### config.mk
export PLATFORM = sky130hd
export DESIGN_NAME = cursor_box_renderer
export DESIGN_NICKNAME = d
export VERILOG_FILES = /design/src/rtl/cursor_box_renderer.sv
export SDC_FILE = /design/constraint.sdc
export NUM_CORES = 1
export LEC_CHECK = 0
export CORE_UTILIZATION = 55
export CTS_CLUSTER_SIZE = 28
export DETAILED_ROUTE_END_ITERATION = 7
export HOLD_SLACK_MARGIN = 0.06
export PLACE_DENSITY = 0.8
export SKIP_LAST_GASP = 1
export SLEW_MARGIN = 20
export SYNTH_ARGS = -nofsm -noshare
export SYNTH_HDL_FRONTEND = slang
export SYNTH_SLANG_ARGS = --single-unit
### constraint.sdc
create_clock -name clk -period 3.65 [get_ports clk]
set_input_delay 0.73 -clock clk [delete_from_list [all_inputs] [get_ports clk]]
set_output_delay 0.73 -clock clk [all_outputs]
set_load 0.1 [all_outputs]
### src/rtl/cursor_box_renderer.sv
// Cursor box renderer for the 96x64 OLED pixel path: colours each (x, y)
// with a movable square box, one registered cycle after the coordinate.
//
// Ports:
//   clk, rst_n          clock, synchronous active-low reset
//   btn_u/d/l/r, btn_c  debounced direction / stop levels
//   frame_begin         one-cycle pulse at frame start (commits position)
//   x_coord, y_coord    current pixel coordinate
//   pixel_data          RGB565 colour of the previous cycle's coordinate
//   box_x, box_y        committed box top-left corner
//   moving              high while the direction FSM is in a MOVE state
module cursor_box_renderer #(
    parameter int          BOX_SIZE      = 8,
    parameter int          STEP_DIV      = 1000000,
    parameter logic [15:0] FG_COLOUR     = 16'h07E0,
    parameter logic [15:0] BORDER_COLOUR = 16'hFFFF,
    parameter logic [15:0] BG_COLOUR     = 16'h0000
) (
    input  logic        clk,
    input  logic        rst_n,
    input  logic        btn_u,
    input  logic        btn_d,
    input  logic        btn_l,
    input  logic        btn_r,
    input  logic        btn_c,
    input  logic        frame_begin,
    input  logic [7:0]  x_coord,
    input  logic [7:0]  y_coord,
    output logic [15:0] pixel_data,
    output logic [6:0]  box_x,
    output logic [5:0]  box_y,
    output logic        moving
);

    localparam int             CNT_W    = $clog2(STEP_DIV);
    localparam logic [CNT_W-1:0] CNT_LAST = CNT_W'(STEP_DIV - 1);
    localparam logic [6:0]     X_MAX    = 7'(96 - BOX_SIZE);
    localparam logic [5:0]     Y_MAX    = 6'(64 - BOX_SIZE);
    localparam logic [6:0]     X_HOME   = 7'((96 - BOX_SIZE) / 2);
    localparam logic [5:0]     Y_HOME   = 6'((64 - BOX_SIZE) / 2);
    localparam logic [8:0]     SIZE     = 9'(BOX_SIZE);

    typedef enum logic [2:0] {
        IDLE,
        MV_U,
        MV_D,
        MV_L,
        MV_R
    } state_t;

    state_t            state;
    state_t            dir;
    state_t            state_next;
    logic [4:0]        btn_cur;
    logic [4:0]        btn_prev;
    logic [4:0]        rise;
    logic [CNT_W-1:0]  cnt;
    logic              step_tick;
    logic [6:0]        pend_x;
    logic [5:0]        pend_y;
    logic [6:0]        pend_x_next;
    logic [5:0]        pend_y_next;

    // Bit order: stop, up, down, left, right.
    assign btn_cur   = {btn_c, btn_u, btn_d, btn_l, btn_r};
    assign rise      = btn_cur & ~btn_prev;
    assign step_tick = (cnt == CNT_LAST);
    assign moving    = (state != IDLE);

    always_ff @(posedge clk) begin
        if (!rst_n) begin
            btn_prev <= '0;
            cnt      <= '0;
            state    <= IDLE;
            pend_x   <= X_HOME;
            pend_y   <= Y_HOME;
            box_x    <= X_HOME;
            box_y    <= Y_HOME;
        end else begin
            btn_prev <= btn_cur;
            cnt      <= step_tick ? '0 : cnt + CNT_W'(1);
            state    <= state_next;
            pend_x   <= pend_x_next;
            pend_y   <= pend_y_next;
            // Commit the pre-update pending position: a step taken in
            // this same cycle only shows up at the next frame.
            if (frame_begin) begin
                box_x <= pend_x;
                box_y <= pend_y;
            end
        end
    end

    // Stop beats every direction; among directions U > D > L > R.
    always_comb begin
        dir = state;
        if (rise[4])      dir = IDLE;
        else if (rise[3]) dir = MV_U;
        else if (rise[2]) dir = MV_D;
        else if (rise[1]) dir = MV_L;
        else if (rise[0]) dir = MV_R;
    end

    // A step in the same cycle as a new press uses the new direction.
    always_comb begin
        state_next  = dir;
        pend_x_next = pend_x;
        pend_y_next = pend_y;
        if (step_tick) begin
            case (dir)
                MV_U: begin
                    if (pend_y == '0) state_next = IDLE;
                    else              pend_y_next = pend_y - 6'd1;
                end
                MV_D: begin
                    if (pend_y == Y_MAX) state_next = IDLE;
                    else                 pend_y_next = pend_y + 6'd1;
                end
                MV_L: begin
                    if (pend_x == '0) state_next = IDLE;
                    else              pend_x_next = pend_x - 7'd1;
                end
                MV_R: begin
                    if (pend_x == X_MAX) state_next = IDLE;
                    else                 pend_x_next = pend_x + 7'd1;
                end
                default: ;
            endcase
        end
    end

    // 9-bit compare so box_x + BOX_SIZE can never truncate.
    logic [8:0]  px, py, bx0, by0, bx1, by1;
    logic        on_screen, in_box, on_ring;
    logic [15:0] colour;

    always_comb begin
        px        = {1'b0, x_coord};
        py        = {1'b0, y_coord};
        bx0       = {2'b0, box_x};
        by0       = {3'b0, box_y};
        bx1       = bx0 + SIZE - 9'd1;
        by1       = by0 + SIZE - 9'd1;
        on_screen = (px < 9'd96) && (py < 9'd64);
        in_box    = on_screen && (px >= bx0) && (px <= bx1) &&
                    (py >= by0) && (py <= by1);
        on_ring   = (px == bx0) || (px == bx1) ||
                    (py == by0) || (py == by1);
        colour    = BG_COLOUR;
        if (in_box) colour = on_ring ? BORDER_COLOUR : FG_COLOUR;
    end

    always_ff @(posedge clk) begin
        if (!rst_n) pixel_data <= BG_COLOUR;
        else        pixel_data <= colour;
    end

endmodule

* Word level (Yosys, flattened, before mapping)
Cells that the tools add are included.
** Cells by class
- Add/subtract/negate cells :: 9
- $mul :: 0
- Div/mod/pow operators :: 0
- Order comparisons :: 6
- Equal/unequal tests :: 15
- Shift operators :: 0
- Muxes and demuxes :: 18
- Bitwise logic cells :: 3
- Reduce and logical (&&, ||, !) cells :: 17
** Operators by type and width (number)
- 3-bit 2-to-1 mux :: 10
- 20-bit by 1-bit adder with 20-bit output, second input constant :: 1
- 20-bit == test, second input constant :: 1
- 8-bit by 9-bit == test with 1-bit output :: 2
- 8-bit by 9-bit less-or-equal comparator with 1-bit output :: 2
- 8-bit by 7-bit less-than comparator with 1-bit output, second input constant :: 2
- 16-bit 2-to-1 mux :: 1
- 7-bit 2-to-1 mux :: 2
- 7-bit case mux with 2 select lines :: 1
- 6-bit 2-to-1 mux :: 2
- 3-bit case mux with 4 select lines :: 1
- 6-bit case mux with 2 select lines :: 1
- 8-bit by 1-bit subtractor with 9-bit output, second input constant :: 1
- 7-bit by 4-bit adder with 8-bit output, second input constant :: 1
- 8-bit by 6-bit == test with 1-bit output :: 1
- 8-bit by 7-bit == test with 1-bit output :: 1
- 8-bit by 6-bit greater-or-equal comparator with 1-bit output :: 1
- 8-bit by 7-bit greater-or-equal comparator with 1-bit output :: 1
- 2-bit != test, second input constant :: 4
- 4-bit AND reduction :: 2
- 7-bit by 1-bit subtractor with 8-bit output, second input constant :: 1
- 6-bit by 4-bit adder with 7-bit output, second input constant :: 1
- 7-bit by 1-bit adder with 7-bit output, second input constant :: 1
- 7-bit == test, second input constant :: 1
- 18 further kinds :: 26
** Word-level totals
- Flip-flop bits (word level) :: 70
- Bits in latches :: 0
- RAM bits :: 0
- Memory bits (read-only) :: 0
- Bits of input ports :: 24
- Word-level logic and storage cells :: 76
- Memories :: 0

* Longest topological paths before layout
- Depth in word-level cells :: 10
- Mapped depth :: 12
- Mapped depth without buffers :: 12

* Worst setup path before layout
Ideal clock, no wire load.
- Path type :: input to register
- From :: input port btn_r
- To :: register pend_y[5]
- Setup time :: 0.118 ns
- Data arrival time :: 3.067 ns
- Data required time :: 3.532 ns
- Slack :: 0.465 ns
- Cell stages on the path :: 12
- Path buffers :: 1
- Cells stage by stage :: or2b_2 > nand2_1 > a31oi_1 > clkbuf_1 > or3_1 > ha_1 > a211oi_1 > o21bai_1 > a21oi_1 > nor4_1 > a31o_2 > mux2i_1
** On the way
- Word-level cells in the longest chain between the ends :: 9
- Elaborated cells on any way between the ends :: 13
- Classes of those cells :: eq/ne (4); mux (6); bitwise (1); reduce/logical (2)
** RTL lines
- start: declaration :: line 24 : input logic btn_r,
- 5-bit bitwise AND * :: line 66 : assign rise = btn_cur & ~btn_prev;
- 3-bit 2-to-1 mux * :: line 101 : else if (rise[0]) dir = MV_R;
- 3-bit 2-to-1 mux * :: line 100 : else if (rise[1]) dir = MV_L;
- 3-bit 2-to-1 mux * :: line 99 : else if (rise[2]) dir = MV_D;
- 3-bit 2-to-1 mux * :: line 98 : else if (rise[3]) dir = MV_U;
- 3-bit 2-to-1 mux * :: line 97 : if (rise[4]) dir = IDLE;
- 3-bit by 2-bit == test with 1-bit output / 3-bit by 1-bit == test with 1-bit output (equally long branches) :: line 110 : case (dir)
- 2-bit != test (no source line) / 2-bit nonzero test (equally long branches)
- 4-bit AND reduction (no source line)
- end signal: assignment :: line 84 : pend_y <= pend_y_next;
- end: declaration :: line 60 : logic [5:0] pend_y;
Mark *: on every way between the ends. The rest lies on a longest branch, timed or not.
A chain may end at the register's enable or synchronous reset.

* Worst setup path after layout
Same ends and word-level chain as after synthesis.

==> impl_metrics.env <==
export IMPL_hold_class="reg2reg"
export IMPL_dr_first_iter_drc_count=136
export IMPL_vias=3282
export IMPL_synth_edf_count=0
export IMPL_drtAntennaViolNets=0
export IMPL_synth_cell_types=56
export IMPL_track_usage_pct=22.67
export IMPL_worstMarginPinSlew_ns=0.9818
export IMPL_status="complete, no violations"
export IMPL_grt_pass1_vias=3067
export IMPL_reg2reg_slack_ns=0.94
export IMPL_antenna_found_initial=0
export IMPL_synth_xor_area_share_pct=7.579
export IMPL_gp_congestion=0.9808
export IMPL_drt_pass1_iter_count=4
export IMPL_hold_viol=0
export IMPL_syn_area_mm2=0.003814
export IMPL_synth_top_family_by_area="simple AND/OR/NAND/NOR gates"
export IMPL_die_y_um=85.27
export IMPL_initial_core_util_pct=58.39
export IMPL_worst_slack_ns=0.3492
export IMPL_vias_per_cell=5.799
export IMPL_maxSlewHeadroom_pct=34.34
export IMPL_fin_area_mm2=0.004418
export IMPL_final_util_pct=67.64
export IMPL_cp_data_arrival_time_ns=3.51
export IMPL_ys_async_sr_fraction_pct=0
export IMPL_cp_top_family="simple AND/OR/NAND/NOR gates"
export IMPL_synth_mux_area_share_pct=5.217
export IMPL_die_x_um=85.27
export IMPL_tns_ns=0
export IMPL_power_density_mw_per_mm2=282.8
export IMPL_layout_drive_gt1_share_pct=4.499
export IMPL_place_inst=558
export IMPL_synth_cells=449
export IMPL_fp_coreArea_mm2=0.006531
export IMPL_synth_simple_area_share_pct=24.87
export IMPL_vdd_drop_max_v=0.0002045
export IMPL_cts_htree_levels=2
export IMPL_worstSkewPairLatency_ns=0.30
export IMPL_synth_compound_area_share_pct=12.70
export IMPL_start_kind="input port"
export IMPL_drc=0
export IMPL_fin_skew_ns=0.006130
export IMPL_root_buffer="clkbuf_8"
export IMPL_row_count=29
export IMPL_yosys_warnings=0
export IMPL_post_place_ws_ns=0.06423
export IMPL_place_port_buffers=53
export IMPL_crit_required_ns=3.86
export IMPL_synth_area_leaders="dfxtp_1, ha_1, mux2i_1"
export IMPL_regArea_mm2=0.001121
export IMPL_ys_seq_area_share_pct=29.40
export IMPL_synth_top_area_share_pct=29.40
export IMPL_crit_path_max_incr_delay_ns=0.50
export IMPL_layout_min_cycle_time_ns=3.301
export IMPL_hold_path_depth=2
export IMPL_dpl_cell_area_mm2=0.004322
export IMPL_path_cells="clkdlybuf4s50_1 -> or2b_2 -> nand2_1 -> a31oi_1 -> or3_1 -> ha_1 -> a211oi_1 -> o21bai_1 -> a21oi_1 -> nor4_1 -> a31o_2 -> mux2i_1"
export IMPL_cp_depth=12
export IMPL_overflow=0
export IMPL_die_area_mm2=0.007271
export IMPL_critPathSlowestCell="or3_1"
export IMPL_cap_viol_max_count=0
export IMPL_area_growth_syn_to_layout_pct=15.85
export IMPL_cp_max_fo=5
export IMPL_multi_input_area_mm2=0.002461
export IMPL_path_buf_inv=1
export IMPL_final_instance_count_excl_fill=566
export IMPL_io_pins=54
export IMPL_rsz0062_at_grt="no"
export IMPL_power_leakage_nw=1.777
export IMPL_synth_fp_nets=515
export IMPL_synth_flop_cell="dfxtp_1"
export IMPL_ff2ff_path_depth=10
export IMPL_synth_area_per_cell_um2=8.494
export IMPL_synth_top_cell_by_area="dfxtp_1"
export IMPL_fmax_mhz=303.0
export IMPL_post_cts_buffers=0
export IMPL_cts_buffers_inserted=5
export IMPL_hold_buffers=0
export IMPL_ys_seq_elements=56
export IMPL_setup_violations=0
export IMPL_cts_buffer_depth=2
export IMPL_finalCritPeriodShare_pct=90.43
export IMPL_fill_cells=556
export IMPL_grt_pass1_wl_um=13630
export IMPL_hold_slack_ns=0.5104
export IMPL_synthAdderAreaFrac_pct=14.17
export IMPL_place_hpwl_um=6079
export IMPL_insertedDiodeCount=0
export IMPL_clock_sinks=56
export IMPL_p_total_mw=1.249
export IMPL_wirelength_um=7902
export IMPL_criticalPathCategory="in2reg"
export IMPL_slew_viol_final=0
export IMPL_cts_tree="yes"
export IMPL_grt_max_degree=35
export IMPL_end_kind="register"
export IMPL_post_cts_resized=0
export IMPL_final_nets=554
export IMPL_wl_per_cell_um=13.96
export IMPL_clk_pin_slew_ns=0.10
-- cells in the mapped netlist (all sizes together) (3+ instances only) --
master	number
mux2	4
nand4	9
clkbuf	8
nor2	36
nor4	6
and3	3
buf	17
and4	3
a21oi	18
xnor2	16
dfxtp	56
and2	6
or3	5
nand4b	3
xor2	17
ha	40
o21ai	13
mux2i	15
nand2b	10
nor4b	5
nand2	40
a21o	9
nand3	18
inv	22
a211oi	5
nor2b	15
o211ai	10
nor3	10
-- flip-flops by register name, summed over array words and instances, names as in the netlist --
register and flops:
cnt 20, box_x 7, pend_x 7, box_y 6
pend_y 6, btn_prev 5, state 3, pixel_data 2
-- worst paths after layout --
check | start | end
worst max-delay path | btn_r | pend_y[5]$_SDFFE_PN0P_
worst min register to register | pend_x[6]$_SDFFE_PN0P_ | pend_x[6]$_SDFFE_PN0P_
worst min-delay path | pend_x[6]$_SDFFE_PN0P_ | pend_x[6]$_SDFFE_PN0P_
worst max register to register | btn_prev[2]$_SDFF_PN0_ | pend_x[6]$_SDFFE_PN0P_
-- power by group --
part	switching [mW]	internal (mW)	leakage [nW]
combinational	0.148	0.107	1.27
sequential	0.0103	0.621	0.455
clock	0.206	0.156	0.0516
total	0.365	0.885	1.78
-- layout make-up --
class,instances,share of cell area (%)
Multi-Input combinational cell,346,55.71
Sequential cell,56,25.38
Inverter,22,1.869
Clock buffer,6,1.869
Clock inverter,2,0.3115
Tap cell,77,2.181
Timing Repair Buffer,57,12.69
-- cell families (layout without fill, tap and decap cells) --
kind of cell | Yosys count | in the layout
compound gates | 73 | 73
xor+xnor | 33 | 33
simple gates | 179 | 179
fa+ha+maj | 42 | 42
buf+inv | 47 | 87
flops | 56 | 56
mux | 19 | 19
-- tightest hold or removal path: cells and delay by family, from the launching register on --
| family | cells | cell delay [ns] |
|---|---|---|
| AND/OR/NAND/NOR | 1 | 0.06 |
| multiplexers | 1 | 0.05 |
| flip-flops | 1 | 0.35 |
-- layout by cell type (no fill, tap or decap), types with 6 or more instances in the layout --
| master | instances |
|---|---|
| mux2i_1 | 15 |
| inv_1 | 22 |
| xor2_1 | 17 |
| ha_1 | 40 |
| nor3_1 | 10 |
| a21o_1 | 9 |
| and2_1 | 6 |
| nor2_1 | 35 |
| nand4_1 | 9 |
| nand2b_1 | 10 |
| o21ai_0 | 12 |
| nor4_1 | 6 |
| clkdlybuf4s50_1 | 53 |
| nand2_1 | 39 |
| nor2b_1 | 15 |
| nand3_1 | 18 |
| clkbuf_8 | 6 |
| dfxtp_1 | 56 |
| xnor2_1 | 16 |
| o211ai_1 | 10 |
| a21oi_1 | 18 |
-- layer usage --
layer | up-vias | GRT usage [%] | wire [µm]
li1 | 1657 | - | -
met1 | 1543 | 29.90 | 3850
met2 | 78 | 39.66 | 3681
met3 | 4 | 3.794 | 331
met4 | 0 | 3.636 | 38
met5 | - | 0 | 0
No activity file was read; power rests on OpenSTA's default activity.
